`src/rtl/coh_pkg.sv`:
```
// Shared types for the snooping coherence bus.
//   bus_state_e : transaction sequencer states
//   blk_state_e : per-cache block state reported during a snoop
//   idx_w()     : width of a core index for a given core count
package coh_pkg;

  typedef enum logic [2:0] {
    IDLE  = 3'd0,
    SNOOP = 3'd1,
    RESP  = 3'd2,
    WBACK = 3'd3,
    INVAL = 3'd4,
    FILL  = 3'd5
  } bus_state_e;

  typedef enum logic [1:0] {
    BLK_I = 2'b00,
    BLK_S = 2'b01,
    BLK_M = 2'b10
  } blk_state_e;

  // A single core still needs a 1-bit index so that vectors stay legal.
  function automatic int idx_w(input int n);
    return (n > 1) ? $clog2(n) : 1;
  endfunction

endpackage

```
`src/rtl/rr_arbiter.sv`:
```
// Round-robin pick among N requesters, purely combinational.
// Ports:
//   req     in  N      request vector
//   ptr     in  IDX_W  highest-priority index for this pick (must be < N)
//   gnt     out N      one-hot winner (zero when no request)
//   idx     out IDX_W  winner index
//   req_any out 1      at least one request present
module rr_arbiter
  import coh_pkg::*;
#(
  parameter int N = 4,
  localparam int IDX_W = idx_w(N)
) (
  input  logic [N-1:0]     req,
  input  logic [IDX_W-1:0] ptr,
  output logic [N-1:0]     gnt,
  output logic [IDX_W-1:0] idx,
  output logic             req_any
);

  // Scan from ptr upward, wrapping, and keep the first requester found.
  always_comb begin
    int               pos;
    logic [IDX_W-1:0] pos_idx;
    logic             hit;
    gnt     = '0;
    idx     = '0;
    hit     = 1'b0;
    pos     = 0;
    pos_idx = '0;
    for (int off = 0; off < N; off++) begin
      pos     = (int'(ptr) + off) % N;
      pos_idx = IDX_W'(pos);
      if (!hit && req[pos_idx]) begin
        hit          = 1'b1;
        gnt[pos_idx] = 1'b1;
        idx          = pos_idx;
      end
    end
    req_any = hit;
  end

endmodule

```
`src/rtl/coh_snoop_bus.sv`:
```
// N-core snooping coherence bus. Grants cache misses round-robin, broadcasts
// the miss address for snooping, forces a Modified owner to write back,
// invalidates other holders on a write miss and steers the fill to the
// requester.
// Ports:
//   clk, rst     clock, synchronous active-high reset
//   req_rd/wr    per-core read/write miss, held until done[i]
//   req_addr     per-core miss address, core i at [i*ADDR_W +: ADDR_W]
//   snoop_found  per-cache hit on addr_out (sampled in RESP)
//   snoop_state  per-cache block state, 2 bits each
//   wback_done   memory accepted the owner write-back
//   grant        one-hot bus owner
//   addr_out     latched address of the granted miss
//   search       snoop strobe to all non-owners
//   invalidate   invalidate strobe to holding caches
//   wback        write-back request to the M owner
//   datasel      fill-data steer to the requester
//   busy         transaction in flight
//   done         one-cycle completion pulse to the requester
//
// state | meaning
// IDLE  | waiting for a miss; arbitrate and latch winner/addr/op
// SNOOP | search strobe to every non-owner
// RESP  | sample snoop results, pick M owner if any
// WBACK | owner writes back, wait for wback_done
// INVAL | invalidate every cache that held the block
// FILL  | steer data to requester, pulse done, advance rr pointer
module coh_snoop_bus
  import coh_pkg::*;
#(
  parameter int NUM_CPU = 4,
  parameter int ADDR_W  = 11
) (
  input  logic                        clk,
  input  logic                        rst,
  input  logic [NUM_CPU-1:0]          req_rd,
  input  logic [NUM_CPU-1:0]          req_wr,
  input  logic [NUM_CPU*ADDR_W-1:0]   req_addr,
  input  logic [NUM_CPU-1:0]          snoop_found,
  input  logic [2*NUM_CPU-1:0]        snoop_state,
  input  logic                        wback_done,
  output logic [NUM_CPU-1:0]          grant,
  output logic [ADDR_W-1:0]           addr_out,
  output logic [NUM_CPU-1:0]          search,
  output logic [NUM_CPU-1:0]          invalidate,
  output logic [NUM_CPU-1:0]          wback,
  output logic [NUM_CPU-1:0]          datasel,
  output logic                        busy,
  output logic [NUM_CPU-1:0]          done
);

  localparam int IDX_W = idx_w(NUM_CPU);

  bus_state_e         state_q, state_d;
  logic [IDX_W-1:0]   win_idx_q, win_idx_d;
  logic [IDX_W-1:0]   rr_ptr_q, rr_ptr_d;
  logic [ADDR_W-1:0]  addr_q, addr_d;
  logic               op_wr_q, op_wr_d;
  logic [NUM_CPU-1:0] found_q, found_d;
  logic [NUM_CPU-1:0] owner_q, owner_d;

  logic [NUM_CPU-1:0] any_req;
  logic [NUM_CPU-1:0] arb_gnt;
  logic [IDX_W-1:0]   arb_idx;
  logic               arb_any;
  logic [ADDR_W-1:0]  arb_addr;
  logic [NUM_CPU-1:0] grant_oh;
  logic [NUM_CPU-1:0] found_now;
  logic [NUM_CPU-1:0] m_now;
  logic [NUM_CPU-1:0] owner_now;

  assign any_req = req_rd | req_wr;

  rr_arbiter #(.N(NUM_CPU)) u_arb (
    .req     (any_req),
    .ptr     (rr_ptr_q),
    .gnt     (arb_gnt),
    .idx     (arb_idx),
    .req_any (arb_any)
  );

  // Address of the arbitration winner, selected with its one-hot grant.
  always_comb begin
    arb_addr = '0;
    for (int i = 0; i < NUM_CPU; i++) begin
      arb_addr = arb_addr | ({ADDR_W{arb_gnt[i]}} & req_addr[i*ADDR_W +: ADDR_W]);
    end
  end

  always_comb begin
    grant_oh           = '0;
    grant_oh[win_idx_q] = 1'b1;
  end

  // The requester's own cache never counts as a holder. With several M
  // holders (protocol error) the lowest index becomes the owner.
  always_comb begin
    logic taken;
    found_now = snoop_found & ~grant_oh;
    m_now     = '0;
    owner_now = '0;
    taken     = 1'b0;
    for (int i = 0; i < NUM_CPU; i++) begin
      m_now[i] = found_now[i] && (blk_state_e'(snoop_state[2*i +: 2]) == BLK_M);
      if (m_now[i] && !taken) begin
        owner_now[i] = 1'b1;
        taken        = 1'b1;
      end
    end
  end

  always_comb begin
    state_d   = state_q;
    win_idx_d = win_idx_q;
    rr_ptr_d  = rr_ptr_q;
    addr_d    = addr_q;
    op_wr_d   = op_wr_q;
    found_d   = found_q;
    owner_d   = owner_q;
    case (state_q)
      IDLE: begin
        if (arb_any) begin
          win_idx_d = arb_idx;
          addr_d    = arb_addr;
          op_wr_d   = |(req_wr & arb_gnt);
          state_d   = SNOOP;
        end
      end
      SNOOP: state_d = RESP;
      RESP: begin
        found_d = found_now;
        owner_d = owner_now;
        if (|m_now) begin
          state_d = WBACK;
        end else if (op_wr_q && (|found_now)) begin
          state_d = INVAL;
        end else begin
          state_d = FILL;
        end
      end
      WBACK: begin
        if (wback_done) begin
          state_d = op_wr_q ? INVAL : FILL;
        end
      end
      INVAL: state_d = FILL;
      FILL: begin
        rr_ptr_d = (win_idx_q == IDX_W'(NUM_CPU - 1)) ? '0 : win_idx_q + IDX_W'(1);
        state_d  = IDLE;
      end
      default: state_d = IDLE;
    endcase
  end

  always_ff @(posedge clk) begin
    if (rst) begin
      state_q   <= IDLE;
      win_idx_q <= '0;
      rr_ptr_q  <= '0;
      addr_q    <= '0;
      op_wr_q   <= 1'b0;
      found_q   <= '0;
      owner_q   <= '0;
    end else begin
      state_q   <= state_d;
      win_idx_q <= win_idx_d;
      rr_ptr_q  <= rr_ptr_d;
      addr_q    <= addr_d;
      op_wr_q   <= op_wr_d;
      found_q   <= found_d;
      owner_q   <= owner_d;
    end
  end

  // More than one Modified holder means the caches disagree about ownership.
  always_ff @(posedge clk) begin
    if (!rst && state_q == RESP) begin
      assert ($onehot0(m_now));
    end
  end

  // Outputs are pure state decode, so reset or IDLE drives every strobe low.
  assign busy       = (state_q != IDLE);
  assign grant      = busy ? grant_oh : '0;
  assign addr_out   = addr_q;
  assign search     = (state_q == SNOOP) ? ~grant_oh : '0;
  assign invalidate = (state_q == INVAL) ? found_q   : '0;
  assign wback      = (state_q == WBACK) ? owner_q   : '0;
  assign datasel    = (state_q == FILL)  ? grant_oh  : '0;
  assign done       = (state_q == FILL)  ? grant_oh  : '0;

endmodule
```
`config.mk`:
```
export PLATFORM = sky130hd
export DESIGN_NAME = coh_snoop_bus
export DESIGN_NICKNAME = d
export VERILOG_FILES = /design/src/rtl/coh_pkg.sv /design/src/rtl/rr_arbiter.sv /design/src/rtl/coh_snoop_bus.sv
export SDC_FILE = /design/constraint.sdc
export NUM_CORES = 1
export LEC_CHECK = 0
export ABC_AREA = 1
export CAP_MARGIN = 25
export CELL_PAD_IN_SITES_DETAIL_PLACEMENT = 0
export CELL_PAD_IN_SITES_GLOBAL_PLACEMENT = 1
export CORE_ASPECT_RATIO = 0.9
export CORE_MARGIN = 1.5
export CORE_UTILIZATION = 25
export DETAILED_ROUTE_END_ITERATION = 7
export GPL_TIMING_DRIVEN = 0
export PLACE_DENSITY = 0.82
export SYNTH_ARGS = -nofsm -noshare
export SYNTH_HDL_FRONTEND = slang
export SYNTH_SLANG_ARGS = --single-unit
```
`constraint.sdc`:
```
create_clock -name clk -period 2.1 [get_ports clk]
set_input_delay 0.21 -clock clk [delete_from_list [all_inputs] [get_ports clk]]
set_output_delay 0.21 -clock clk [all_outputs]
set_load 0.01 [all_outputs]
```
==> run metrics, run 1 <==
status=complete, no violations; DRT Wirelength=~7.2 mm; critical path data arrival time=approximately 1.8 ns; Gate Count Post-Synth=around 360; CTS clk-pin slew, worst paths=0.10 ns; crit path capture type=output pin; CTS buffer count=3; DP HPWL=about 5.8 mm; startpoint of the worst hold path=rst; Die ar.=between 9000 and 10000 um^2; CTS H-tree depth=1; Global Route Usage Sum=15.1%; row count=32; Max Cap Viol=0; Avg Cell Area, Syn=a little over 6 um^2; CTS Buffer Depth=2; synth unique cells=30; Seq/Total Area, Yosys=between 20 and 25%; Reg2Reg Capture Point=addr_out[5]; layout cells sized above 1=between 15 and 20%; Final #Nets=547; Worst Setup Path Type=reg -> out; Min-Delay Path Depth=2; Syn-to-layout area delta=61.3%; Initial DRC Count=90; most frequent cells in the layout=clkdlybuf4s50_1 (97), nand2_1 (94), nor2_1 (55); largest net degree at the start of global routing=17; Pre-antenna DRT Iters=4; Hold WC Path Type=in -> reg; global-route wire length before repair=about 12 mm; R2R setup slack=about 0.13 ns; Final min period=around 2.0 ns; drc violations=0; cells on worst reg2reg path=13; Fin. Hold Viols=0; Post-DRT Antenna Nets=0; normalized max-slew margin=roughly 69%; # setup viols final=0; Die Y=92.2 um; P per Cell Area=719 nW/um^2; clock sinks=27; setup TNS=0 ns; Hold Path End=owner_q[2]; vias in the first global route=2530; Layout Cell Area excl Fill=roughly 3600 um^2; Post-Synthesis Net Count=between 400 and 500; Netlist Area Pre-Place=between 2000 and 2500 um^2; dpl cell area=3370 um^2; CP Launch Type=register; GRT overflow=0; I/O pin count=103; port bufs=around 100; crit-path max FO=5; CTS root buf=clkbuf_8; Starting Density=about a quarter; core box area=8570 um^2; Final period util=94.8%; leakage=~0.0016 uW; gpl congestion=around 0.84; worst-margin pin slew=about 0.47 ns; CTS tree=done; Critical Path RT=around 1.9 ns; Pins Over Slew Limit=0; Hold-fix buffers, CTS=0; worst r2r src=rr_ptr_q[0]; via count=about 2600; Max Clock Skew=~0.0010 ns; clock latency at the later pin of the worst-skew pair=0.27 ns; Synth Warn #=0; fmax=approximately 500 MHz; # diodes=0; commonest non-fill, non-tap cell in the layout=clkdlybuf4s50_1; register bit total from synthesis=27; VDD IR max=just over 0.3 mV; antenna violations before repair=0; Die X=a little over 100 um; Wirelength per Cell=~12 um; vias per cell=between 4 and 5
==> through the flow <==
step / setup slack (ns) / utilization [%] / power, uW / hold WS (ns) / instances
CTS: -0.00693 / 40.3 / 2490 / 0.349 / 580
finish: 0.109 / 41.6 / 2560 / 0.366 / 586
floorplan: 0.00723 / - / 1560 / 0.377 / 355
global route: -0.0141 / 41.6 / 2790 / 0.382 / 586
global placement: -0.407 / 39.3 / 2160 / 0.448 / 575
detailed placement: -0.424 / 39.3 / 2170 / 0.460 / 575
==> worst max-delay path by stage <==
stage / startpoint / endpoint / slack (ns) / cells after the start
final: win_idx_q[1] / done[0] / 0.11 / 6
after global placement: rr_ptr_q[1] / addr_out[5] / -0.41 / 15
after floorplan: rr_ptr_q[1] / addr_out[3] / 0.007 / 15
after detailed placement: rr_ptr_q[1] / addr_out[5] / -0.42 / 15
after CTS: state_q[0] / grant[0] / -0.007 / 5
after global routing: state_q[1] / wback[0] / -0.01 / 7
==> logic make-up (layout without fill, tap and decap cells) <==
family	after synthesis	after routing	share of synthesized area, %
compound gates	40	40	10.1
simple gates	219	220	45.9
buf+inv	57	168	12.7
fa+ha+maj	12	12	6.79
flops	27	27	24.5
==> worst max-delay path, stage by stage (launching register included) <==
cell             delay (ns)
dfxtp_1                0.35
inv_1                  0.09
ha_2                   0.19
inv_1                  0.10
nor2_2                 0.14
buf_4                  0.12
clkdlybuf4s50_1        0.52
==> where the power goes <==
part / switching (uW) / internal (uW) / total [uW]
Clock: 172 / 135 / 307
Combinational: 818 / 706 / 1520
Sequential: 88.4 / 645 / 733
==> Yosys cell counts <==
cell	count	area (um^2)
nor3_1	2	10.0
nand4_1	3	18.8
ha_1	12	150
nand3b_4	1	20.0
nand4_2	1	12.5
buf_6	6	67.6
inv_2	5	18.8
nor4_1	1	6.26
nand3_1	28	140
nand2_1	94	353
inv_1	36	135
dfxtp_1	27	541
nor2_1	63	236
a211oi_1	4	30.0
o21ai_1	13	65.1
nand2_2	12	75.1
a31oi_1	2	12.5
inv_6	1	8.76
buf_4	4	30.0
clkinv_1	1	3.75
inv_4	1	6.26
o21ai_4	1	16.3
o21ai_0	8	40.0
clkbuf_1	2	7.51
nand3_2	7	70.1
nor3b_1	2	15.0
nor2_4	2	22.5
buf_1	1	3.75
a21oi_1	12	60.1
nand2_4	3	33.8
==> sequential cells by signal (all words and copies together), names as in the netlist <==
name,cells
win_idx_q,2
found_q,4
owner_q,4
addr_out,11
state_q,3
op_wr_q,1
rr_ptr_q,2
==> layer usage <==
| metal | global-route usage, % | share of wire, % | vias to the layer above |
|---|---|---|---|
| li1 | - | - | 1344 |
| met1 | 20.5 | 48 | 1151 |
| met2 | 25.3 | 45 | 73 |
| met3 | 2.13 | 5.7 | 8 |
| met4 | 2.74 | 0.96 | 0 |
| met5 | 0 | 0 | - |
==> timing repair <==
action                     4_1_cts  5_1_grt
setup endpoints to repair       19       30
gates resized for setup          7       26
gates cloned                     0        2
buffers inserted                 1        4
pin swaps                        1        6
==> layout make-up <==
cell class	count	area [um^2]
Inverter	44	186
Sequential cell	27	549
Timing Repair Buffer	107	1060
Fill cell	950	5000
Multi-Input combinational cell	272	1450
Clock buffer	3	41.3
Tap cell	119	149
Clock inverter	1	7.51
Buffer	13	116
Power figures use the tool's default switching activity.
==> run 2, diff against run 1 <==
CORE_ASPECT_RATIO = default   (was 0.9)
PLACE_DENSITY = 0.79   (was 0.82)
==> run 2 against run 1 <==
  * Sequential power shrank 1%
  * Highest routed layer unchanged
  * Fmax grew 0.45%
  * Sequential share of layout area increased by 0.26 points
==> run metrics, run 2 (synthesis results as in run 1) <==
storage element area=548 um^2 (-0.23%); R2R setup slack=0.14 ns (about the same); Fin. Hold Viols=0 (unchanged); CTS root buf=clkbuf_8; fill count=913 (-3.9%); CTS H-tree depth=1 (unchanged); CTS buffer count=3 (unchanged); cells on worst reg2reg path=14 (+1); Max Cap Viol=0 (unchanged); most frequent cells in the layout=clkdlybuf4s50_1 (97), nand2_1 (94), nor2_1 (58); switching power of the nets=1060 uW (-1.8%); gpl congestion=0.805 (-4.6%); Final period util=94.4% (-0.42 points); Die ar.=9410 um^2 (about the same); Final #Nets=544 (-0.55%); Reg2Reg Capture Point=addr_out[2]; layout cells sized above 1=13.8% (-2.3 points); logic gate share of total power=58.5% (-0.9 points); area of the multi-input gates=1430 um^2 (-1.7%); GRT overflow=0 (unchanged); VDD IR max=0.236 mV (-24%); DRT Wirelength=6.97 mm (-3.0%); core box area=8640 um^2 (+0.79%); Post-DRT Antenna Nets=0 (unchanged); CTS Buffer Depth=2 (unchanged); Pins Over Slew Limit=0 (unchanged); Hold-fix buffers, CTS=0 (unchanged); RSZ-0062 raised after global routing=no; max reg flops=11 (unchanged); Initial DRC Count=82 (-8.9%); clock network power share=12.6% (+0.6 points); leakage=0.00156 uW (-0.36%); Worst Setup Path Type=reg -> out; fmax=505 MHz (+0.45%); P_int=1460 uW (-2.1%); Pwr Total=2510 uW (-2.0%); # diodes=0 (unchanged); worst slack, placed=-0.428 ns (-0.00335 ns); Critical Path Source=win_idx_q[1]; Global Route Usage Sum=14.7% (-0.41 points); vias per cell=4.41 (+0.42%); I/O pin count=103 (unchanged); DP HPWL=5.75 mm (-0.26%); Final min period=1.98 ns (-0.00891 ns); dpl cell area=3360 um^2 (-0.41%); normalized max-slew margin=69.6% (+0.60 points); status=complete, no violations; crit path capture type=output pin; crit-path max FO=4 (-1); via count=2525 (-2.0%); commonest non-fill, non-tap cell in the layout=clkdlybuf4s50_1; antenna violations before repair=0 (unchanged); CTS tree=done; # setup viols final=0 (unchanged); Wirelength per Cell=12.2 um (-0.63%); drc violations=0 (unchanged); P per Cell Area=719 nW/um^2 (-0.10%); CP Launch Type=register; largest net degree at the start of global routing=17 (unchanged); setup slack after layout=0.118 ns (+0.00891 ns); setup TNS=0 ns (unchanged); Critical Path End=done[1]; port bufs=101 (unchanged); Die X=97.0 um (-5.0%); critical path data arrival time=1.77 ns (about the same); global-route wire length before repair=11.5 mm (-1.0%); clock sinks=27 (unchanged); Pre-antenna DRT Iters=4 (unchanged); CTS clk-pin slew, worst paths=0.10 ns (about the same); Starting Density=25.6% (-0.20 points); worst-margin pin slew=0.456 ns (-0.00893 ns); Layout Cell Area excl Fill=3500 um^2 (-1.9%); Hold WC Path Type=in -> reg; Critical Path RT=1.89 ns (about the same); clock latency at the later pin of the worst-skew pair=0.28 ns (about the same); worst r2r src=rr_ptr_q[1]; Die Y=97.0 um (+5.2%); vias in the first global route=2377 (-6.0%); Max Clock Skew=0.00903 ns (+0.00800 ns); row count=34 (+6.3%); Sw Share=42.1% (+0.067 points); Syn-to-layout area delta=58.3%; Flop pwr share=28.9% (+0.3 points)
-- run 2: critical path, stage by stage (launching register included) --
cell	delay, ns
dfxtp_1	0.36
inv_1	0.09
ha_1	0.16
inv_1	0.08
nor2_1	0.16
buf_4	0.13
clkdlybuf4s50_1	0.52
-- run 2: how the worst min path moves through the flow --
| stage | startpoint | to | cells after the start |
|---|---|---|---|
| floorplan | snoop_found[1] | found_q[1] | 2 |
| global placement | owner_q[3] | owner_q[3] | 2 |
| detailed placement | owner_q[3] | owner_q[3] | 2 |
| CTS | rst | owner_q[1] | 2 |
| global route | rst | owner_q[2] | 2 |
| finish | rst | owner_q[1] | 2 |
-- run 2: per-layer routing --
metal  global-route usage, %  share of wire (%)  routed length [um]
met5                       0                  0                   0
met4                    4.35                1.8                 122
met3                    2.24                4.8                 336
met2                    24.7                 46                3230
met1                    19.3                 47                3280
-- run 2: power groups by stage --
stage	combinational, uW	sequential (uW)	clock [uW]
floorplan	800	759	0
global placement	1430	736	0
detailed placement	1430	740	0
CTS	1460	722	325
global route	1630	741	348
finish	1470	726	318
-- run 2: what timing repair did --
item / in CTS / in global routing
endpoints found under the setup margin: 21 / 22
gates resized for setup: 7 / 14
buffers inserted: 3 / 0
pin swaps: 1 / 1
cloned: 0 / 1
-- run 2: per-stage QoR --
step / hold WS, ns / util, % / instances
after floorplan: 0.377 / - / 355
after CTS: 0.353 / 39.9 / 571
after global routing: 0.374 / 40.5 / 572
after detailed placement: 0.461 / 38.9 / 564
after global placement: 0.453 / 38.9 / 564
final: 0.349 / 40.5 / 572
-- run 2: cell type report --
| cell class | instances | area share, % |
|---|---|---|
| repair buffers | 104 | 29.8 |
| multi-input cells | 272 | 40.8 |
| inverters | 44 | 5.19 |
| well taps | 108 | 3.86 |
| flip-flops and latches | 27 | 15.7 |
| clock inverters | 1 | 0.215 |
| clock buffers | 3 | 1.18 |
| plain buffers | 13 | 3.22 |
==> run 3, diff against run 2 <==
CORE_ASPECT_RATIO = 1.75   (was default)
CORE_UTILIZATION = 24   (was 25)
PLACE_DENSITY = 0.78   (was 0.79)
SYNTH_HIERARCHICAL = 1   (was default)
clock period = 1.65 ns   (was 2.1 ns; I/O delays follow)
==> run 3 against run 2 <==
  * First-iteration DRC count up 56%
  * Hold slack worse by 0.033 ns
  * Sequential share of layout area down 1.6 points
  * Total power up 92%
  * Core utilization up 7.4 points
  * Synthesized cell count down 11%
  * Synthesized area down 7.4%
  * The flow now finishes with violations (negative setup slack)
==> run metrics, run 3 <==
status=finished with violations; failing checks=negative setup slack; vias in the first global route=2584 (+8.7%); Max Cap Viol=0 (unchanged); CP Launch Type=register; Die Y=125 um (+29%); CTS tree=done; Die X=72.8 um (-25%); CTS clk-pin slew, worst paths=0.07 ns (-0.03 ns); Initial DRC Count=128 (+56%); Fin. Hold Viols=0 (unchanged); Post-Synthesis Net Count=391 (-9.9%); Pins Over Slew Limit=0 (unchanged); GRT overflow=0 (unchanged); Global Route Usage Sum=17.2% (+2.5 points); antenna violations before repair=0 (unchanged); dpl cells=509 (-9.8%); DP HPWL=5.75 mm (about the same); global-route wire length before repair=12.3 mm (+6.9%); Syn-to-layout area delta=93.2%; setup TNS=-5.16 ns (-5.16 ns); critical path data arrival time=2.17 ns (+0.40 ns); Hold WC Path Type=in -> reg; row count=44 (+29%); P per Cell Area=1220 nW/um^2 (+70%); Starting Density=24.8% (-0.81 points); Post-synth EDFFs=0 (unchanged); Final min period=~2 ns; Die ar.=9110 um^2 (-3.2%); worst-margin pin slew=0.526 ns (+0.0698 ns); worst slack, placed=-0.921 ns (-0.493 ns); vias per cell=4.74 (+7.4%); R2R setup slack=-0.37 ns (-0.51 ns); top cell type's share of synthesized area=26.4% (+2.0 points); top cells by area, synth=dfxtp_1 (26%), nand2_1 (13%), a21oi_1 (8.1%), nor2_1 (6.4%), inv_1 (5.9%); via count=2575 (+2.0%); # setup viols final=16 (+16); DRT Wirelength=7.67 mm (+10%); Wirelength per Cell=14.1 um (+16%); Final #Nets=528 (-2.9%); VDD IR max=0.475 mV (+100%); commonest non-fill, non-tap cell in the layout=clkdlybuf4s50_1; hold slack=0.317 ns (-0.0328 ns); CTS buffer count=3 (unchanged); fill count=833 (-8.8%); crit-path max FO=5 (+1); CTS root buf=clkbuf_16; most frequent cells in the layout=clkdlybuf4s50_1 (72), nand2_1 (47), nand2_2 (30); Critical Path RT=1.80 ns (-0.09 ns); Final period util=123%; Post-DRT Antenna Nets=0 (unchanged); Avg Cell Area, Syn=6.49 um^2 (+4.3%); max reg flops=11 (unchanged); Netlist Area Pre-Place=2050 um^2 (-7.4%); drc violations=0 (unchanged); CTS Buffer Depth=2 (unchanged); leakage=0.00178 uW (+14%); Synth Warn #=6 (+6); synth cell count leaders=nand2_1 (73), nor2_1 (35), a21oi_1 (33); fmax=approximately 490 MHz; gpl congestion=0.850 (+5.7%); setup slack after layout=-0.374 ns (-0.492 ns); post-synthesis async set-or-reset flop share=0% (unchanged); core box area=8260 um^2 (-4.4%); register bit total from synthesis=27 (unchanged); Gate Count Post-Synth=315 (-11%); Pre-antenna DRT Iters=4 (unchanged); RSZ-0062 raised after global routing=yes; I/O pin count=103 (unchanged); CTS H-tree depth=1 (unchanged); # diodes=0 (unchanged); largest net degree at the start of global routing=17 (unchanged); port bufs=102 (+0.99%); post-synth top area cell=dfxtp_1; clock latency at the later pin of the worst-skew pair=0.27 ns (about the same); Seq/Total Area, Yosys=26.4% (+2.0 points); normalized max-slew margin=64.9% (-4.7 points); count leader, synth=nand2_1; Max Clock Skew=0.00208 ns (-0.00696 ns); synth unique cells=28 (-6.7%); crit path capture type=register; layout cells sized above 1=35.7% (+22 points); Layout Cells excl Fill=543 (-5.1%); Worst Setup Path Type=reg -> reg; ys flop type=dfxtp_1; clock sinks=27 (unchanged); Final Util=47.9% (+7.4 points)
run 3: what timing repair did:
| action | 4_1_cts | 5_1_grt |
|---|---|---|
| pin swaps | 16 | 33 |
| hold buffers | 0 | 0 |
| setup endpoints to repair | 40 | 30 |
| setup buffers | 21 | 4 |
| gates resized for setup | 87 | 64 |
| gates cloned | 5 | 1 |
run 3: cell type report:
cell class / count / area (um^2) / share of cell area [%]
Timing Repair Buffer: 132 / 1270 / 32.2
Clock inverter: 1 / 6.26 / 0.158
Tap cell: 92 / 115 / 2.91
Multi-Input combinational cell: 236 / 1620 / 41.0
Clock buffer: 3 / 75.1 / 1.90
Buffer: 13 / 133 / 3.36
Sequential cell: 27 / 554 / 14.0
Inverter: 39 / 176 / 4.46
run 3: worst max-delay path: stages (launching register included):
cell	delay (ns)
dfxtp_4	0.39
inv_8	0.05
ha_4	0.26
inv_4	0.07
nand2_2	0.04
nand2_2	0.08
nor2_4	0.04
buf_6	0.12
nand4_1	0.14
nand3_4	0.13
clkbuf_16	0.19
nand2_2	0.05
nand2_2	0.04
a221oi_2	0.21
a21oi_1	0.09
run 3: kinds of logic after synthesis:
group	Yosys count	synth area share (%)
compound gates	70	20.1
buf+inv	52	11.9
simple gates	157	36.1
fa+ha+maj	9	5.50
flops	27	26.4
run 3: power breakdown:
group	internal (uW)	switching, uW
Sequential	910	189
Combinational	1540	1630
Clock	331	236
run 3: layer usage:
metal | up-vias | global-route usage (%) | part of all wire [%]
met2 | 90 | 33.1 | 57
li1 | 1314 | - | -
met5 | - | 0 | 0
met4 | 0 | 7.21 | 2.8
met3 | 13 | 2.26 | 4.8
met1 | 1158 | 17.6 | 35
run 3: final timing paths:
check / start / endpoint / depth (start not counted)
worst min-delay path: req_wr[1] / op_wr_q / 5
worst max register to register: rr_ptr_q[0] / addr_out[10] / 14
worst min register to register: found_q[0] / found_q[0] / 2
worst max-delay path: rr_ptr_q[0] / addr_out[10] / 14
run 3: per-stage QoR:
step                power (uW)  instance area, um^2
detailed placement        3570                 3320
finish                    4840                 3950
CTS                       4650                 3750
global route              5190                 3950
floorplan                 2540                 2180
global placement          3560                 3320
